===== config.mk =====
export PLATFORM = sky130hd
export DESIGN_NAME = uart_tx_framer
export DESIGN_NICKNAME = d
export VERILOG_FILES = /design/src/rtl/uart_tx_framer.sv
export SDC_FILE = /design/constraint.sdc
export NUM_CORES = 1
export LEC_CHECK = 0
export ABC_AREA = 0
export BUFFER_PORTS_ARGS = -buffer_cell sky130_fd_sc_hd__buf_2
export CORE_MARGIN = 3
export CORE_UTILIZATION = 45
export DETAILED_ROUTE_END_ITERATION = 6
export PLACE_DENSITY_LB_ADDON = 0.12
export SYNTH_ARGS = -nofsm -noshare
export SYNTH_HDL_FRONTEND = slang
export SYNTH_SLANG_ARGS = --single-unit
export TNS_END_PERCENT = 100

===== constraint.sdc =====
create_clock -name i_clk -period 1.9 [get_ports i_clk]
set_clock_uncertainty 0.05 [all_clocks]
set_input_delay 0.475 -clock i_clk [delete_from_list [all_inputs] [get_ports i_clk]]
set_output_delay 0.475 -clock i_clk [all_outputs]
set_load 0.01 [all_outputs]

===== src/rtl/uart_tx_framer.sv =====
// uart_tx_framer: parameterised UART transmit framer with optional parity and 1/2 stop bits
module uart_tx_framer #(
  parameter int P_UART_DATA_WIDTH = 8,
  parameter int P_UART_STOP_WIDTH = 1,
  parameter int P_UART_CHECK = 1
) (
  input  logic                         i_clk,
  input  logic                         i_rst,
  input  logic [P_UART_DATA_WIDTH-1:0] i_user_tx_data,
  input  logic                         i_user_tx_valid,
  output logic                         o_user_tx_ready,
  output logic                         o_uart_tx,
  output logic                         o_tx_busy,
  output logic                         o_tx_done
);
  typedef enum logic [2:0] {IDLE, START, DATA, PARITY, STOP} state_t;
  localparam logic has_par = (P_UART_CHECK == 1) || (P_UART_CHECK == 2);
  localparam logic odd = P_UART_CHECK == 2;
  localparam logic [3:0] last_data = 4'(P_UART_DATA_WIDTH - 1);
  localparam logic [3:0] last_stop = 4'(P_UART_STOP_WIDTH - 1);
  state_t state, state_nxt;
  logic [3:0] cnt, cnt_nxt;
  logic [P_UART_DATA_WIDTH-1:0] sr, sr_nxt;
  logic par, par_nxt, tx_nxt, ready_nxt, busy_nxt, done_nxt, accept;
  // Next-state logic; every output is the registered image of the state being entered
  always_comb begin
    accept = i_user_tx_valid && o_user_tx_ready;
    state_nxt = state;
    case (state)
      IDLE:    state_nxt = accept ? START : IDLE;
      START:   state_nxt = DATA;
      DATA:    state_nxt = (cnt == last_data) ? (has_par ? PARITY : STOP) : DATA;
      PARITY:  state_nxt = STOP;
      STOP:    state_nxt = (cnt == last_stop) ? (accept ? START : IDLE) : STOP;
      default: state_nxt = IDLE;
    endcase
    cnt_nxt = (state_nxt == state && state_nxt != IDLE) ? cnt + 4'd1 : 4'd0;
    sr_nxt = accept ? i_user_tx_data : (state == DATA) ? sr >> 1 : sr;
    par_nxt = accept ? 1'b0 : (state == DATA) ? par ^ sr[0] : par;
    tx_nxt = (state_nxt == START) ? 1'b0 :
             (state_nxt == DATA) ? sr_nxt[0] :
             (state_nxt == PARITY) ? par_nxt ^ odd : 1'b1;
    ready_nxt = state_nxt == IDLE || (state_nxt == STOP && cnt_nxt == last_stop);
    busy_nxt = state_nxt != IDLE;
    done_nxt = state == STOP && cnt == last_stop;
  end
  // State and output registers; reset aborts any frame and forces the line idle
  always_ff @(posedge i_clk or posedge i_rst) begin
    if (i_rst) begin
      state <= IDLE;
      cnt <= '0;
      sr <= '0;
      par <= 1'b0;
      o_uart_tx <= 1'b1;
      o_user_tx_ready <= 1'b0;
      o_tx_busy <= 1'b0;
      o_tx_done <= 1'b0;
    end else begin
      state <= state_nxt;
      cnt <= cnt_nxt;
      sr <= sr_nxt;
      par <= par_nxt;
      o_uart_tx <= tx_nxt;
      o_user_tx_ready <= ready_nxt;
      o_tx_busy <= busy_nxt;
      o_tx_done <= done_nxt;
    end
  end
endmodule


==> results.cfg <==
[status]
status = complete, no violations

[floorplanning]
die_w_um = 53.2
row_count = 16
core_sq_um = 2040
die_area_sq_um = 2830
die_h_um = 53.2
ios = 15
start_util_pct = 49.0

[yosys]
yosysWarningCount = 0
ys_ff_latch = 20
syn_inst = 97
synth_edf_count = 0
synth.net_count = 110
yosysUniqueCellTypes = 34
synth_top_area_share_pct = 47.5
ys.flop_type = dfrtp_1
synth_area_leader_cell = dfrtp_1
yosysSeqAreaShare_pct = 50.1
netlist_top_cells_area = dfrtp_1 48%, mux2i_1 6.0%, nand2_1 4.1%
synthesis.area_sq_um = 1000
async_reset_ff_share_pct = 100
avgSynthCellArea_sq_um = 10.3

[worst_setup_path]
cp_slowest_stage_delay_ns = 0.42
crit_path_end_kind = flop
critical_path.top_delay_family = simple AND/OR/NAND/NOR gates
crit_fanout = 5
critPathSlowestCell = dfrtp_1
worst_ep_arrival_time_ns = 1.88
cp_cell_sequence = inv_1 -> ha_1 -> or3b_1 -> a32o_1 -> or2_1
cp_num_buf_inv = 1
required_ns = 2.04
critPathKind = reg2reg
critPathLaunchType = flop

[clock_tree]
cts_hold_buf = 0
post-cts-setup-buffer-count = 0
clock-sinks = 20
cts_max_path_buffers = 2
clkTransAtPathRegs_ns = 0.11
cts_buffers = 3
cts_tree = built
htreeDepth = 1
clkLatencyLatePin_ns = 0.29
cts-root-buf = clkbuf_4
post_cts_resized = 0

[placement]
place_congestion = 0.808
dp_hpwl_um = 1190
pre_cts_ws_ns = 0.211
port-buffer-count = 14

[global_routing]
grt_pass1_vias = 647
grt_pass1_wl_um = 2820
grt-ovfl-total = 0
antenna_found_initial = 0
grt_max_degree = 21
grt_usage_pct = 13.9

[timing]
tightest_slew_ns = 0.329
final.setup.tns_ns = 0
min_period_ns = 1.74
setup_viol = 0
slew_violations = 0
worst_slack_ns = 0.163
fin_crit_sh_pct = 91.4
hold_viol_final = 0
rsz0062_at_grt = false
slew_headroom_pct = 78.1
max_freq_ghz = 0.576

[drt]
routedWlPerCell_um = 11.8
vias = 698
postRouteAntennaNets = 0
vias_per_cell = 4.99
wl_um = 1660
drc = 0
first_pass_iters = 4
drtIter0Drc = 17

[final_layout]
fillers = 193
antenna_cells = 0
area_growth_pct = 11.7
fin_nets = 127
layout-drive-gt1-share_pct = 23.0

[pwr]
leakagePower_nw = 0.534
power.density_nw_per_um2 = 1450
irDropWorstVdd_v = 0.000734
total_power_mw = 1.63

[min_path]
worstHoldPathType = in2async

[flow_run]
drv_cap = 0
-- worst reg2reg max path, stage by stage, from the launching register on --
cell	delay, ns
dfrtp_1	0.42
inv_1	0.09
ha_1	0.14
or3b_1	0.42
a32o_1	0.29
or2_1	0.22
-- cell usage after synthesis, types with 2 or more instances --
library cell / n
a21oi_1: 3
and2_1: 2
nand2_1: 11
nor2b_1: 2
nand3_1: 2
buf_6: 2
xnor2_1: 3
o21ai_0: 7
ha_1: 2
inv_1: 5
nor3_1: 3
dfrtp_1: 19
clkbuf_1: 2
mux2i_1: 6
nor2_1: 8
xor2_1: 2
-- layout make-up --
| cell class | instances | area (sq um) | share of cell area (%) |
|---|---|---|---|
| multi-input combinational | 66 | 438 | 39.1 |
| sequential | 20 | 502 | 44.9 |
| timing repair buffer | 18 | 100 | 8.95 |
| tap | 27 | 33.8 | 3.02 |
| clock buffer | 4 | 26.3 | 2.35 |
| inverter | 5 | 18.8 | 1.68 |
-- flip-flops by register name (all words and copies together), names as in the netlist --
register	cells
o_user_tx_ready	1
par	1
cnt	4
o_uart_tx	1
o_tx_busy	1
o_tx_done	1
sr	8
state	3
-- per-layer routing --
layer / up-vias / wire length (um) / part of all wire (%) / global-route usage (%)
met5: - / 0 / 0 / 0
met3: 2 / 56 / 3.4 / 2.54
met2: 9 / 752 / 45 / 20.9
li1: 361 / - / - / -
met4: 0 / 10 / 0.60 / 6.81
met1: 326 / 837 / 51 / 19.0
-- report_power, final --
part           leakage [nW]  internal [mW]  total, mW  switching [mW]
registers             0.255          0.596      0.715           0.119
clock network        0.0150         0.0816      0.202           0.120
logic                 0.264          0.357      0.711           0.354
-- logic make-up after synthesis --
group	share of synthesized area [%]
buffers and inverters	6.13
and+or+nand+nor	20.9
muxes	6.00
xor gates and xnor gates	4.38
adders and majority gates	2.50
DFF	50.1
AOI/OAI and AO/OA	10.0
-- cell usage in the layout (no fill, tap or decap), types with 2 or more instances in the layout --
cell	instances
nand3_1	2
nor2_1	8
dfrtp_1	19
buf_2	14
buf_4	4
nor3_1	3
nor2b_1	2
inv_1	5
nand2_1	11
mux2i_1	6
and2_1	2
xor2_1	2
o21ai_0	7
ha_1	2
a21oi_1	3
xnor2_1	3
clkbuf_4	3
-- metrics by stage --
stage               hold slack (ns)  cell area [sq um]  instances  utilization [%]
global placement              0.413               1090        136             53.5
finish                        0.126               1120        140             54.8
detailed placement            0.423               1090        136             53.5
CTS                           0.129               1120        140             54.8
global route                  0.155               1120        140             54.8
floorplan                     0.388               1000         97                -
-- final timing paths --
path,from,end,slack [ns],depth (start not counted)
worst max-delay path,cnt[0],o_tx_busy,0.16,5
worst max register to register,cnt[0],o_tx_busy,0.16,5
worst min register to register,cnt[0],cnt[0],0.44,1
min in group i_clk,i_user_tx_data[3],sr[3],0.33,3
max in group asynchronous,i_rst,o_uart_tx,1.40,3
worst min-delay path,i_rst,o_user_tx_ready,0.13,3
Note: power is estimated with default switching activity, not from simulation.
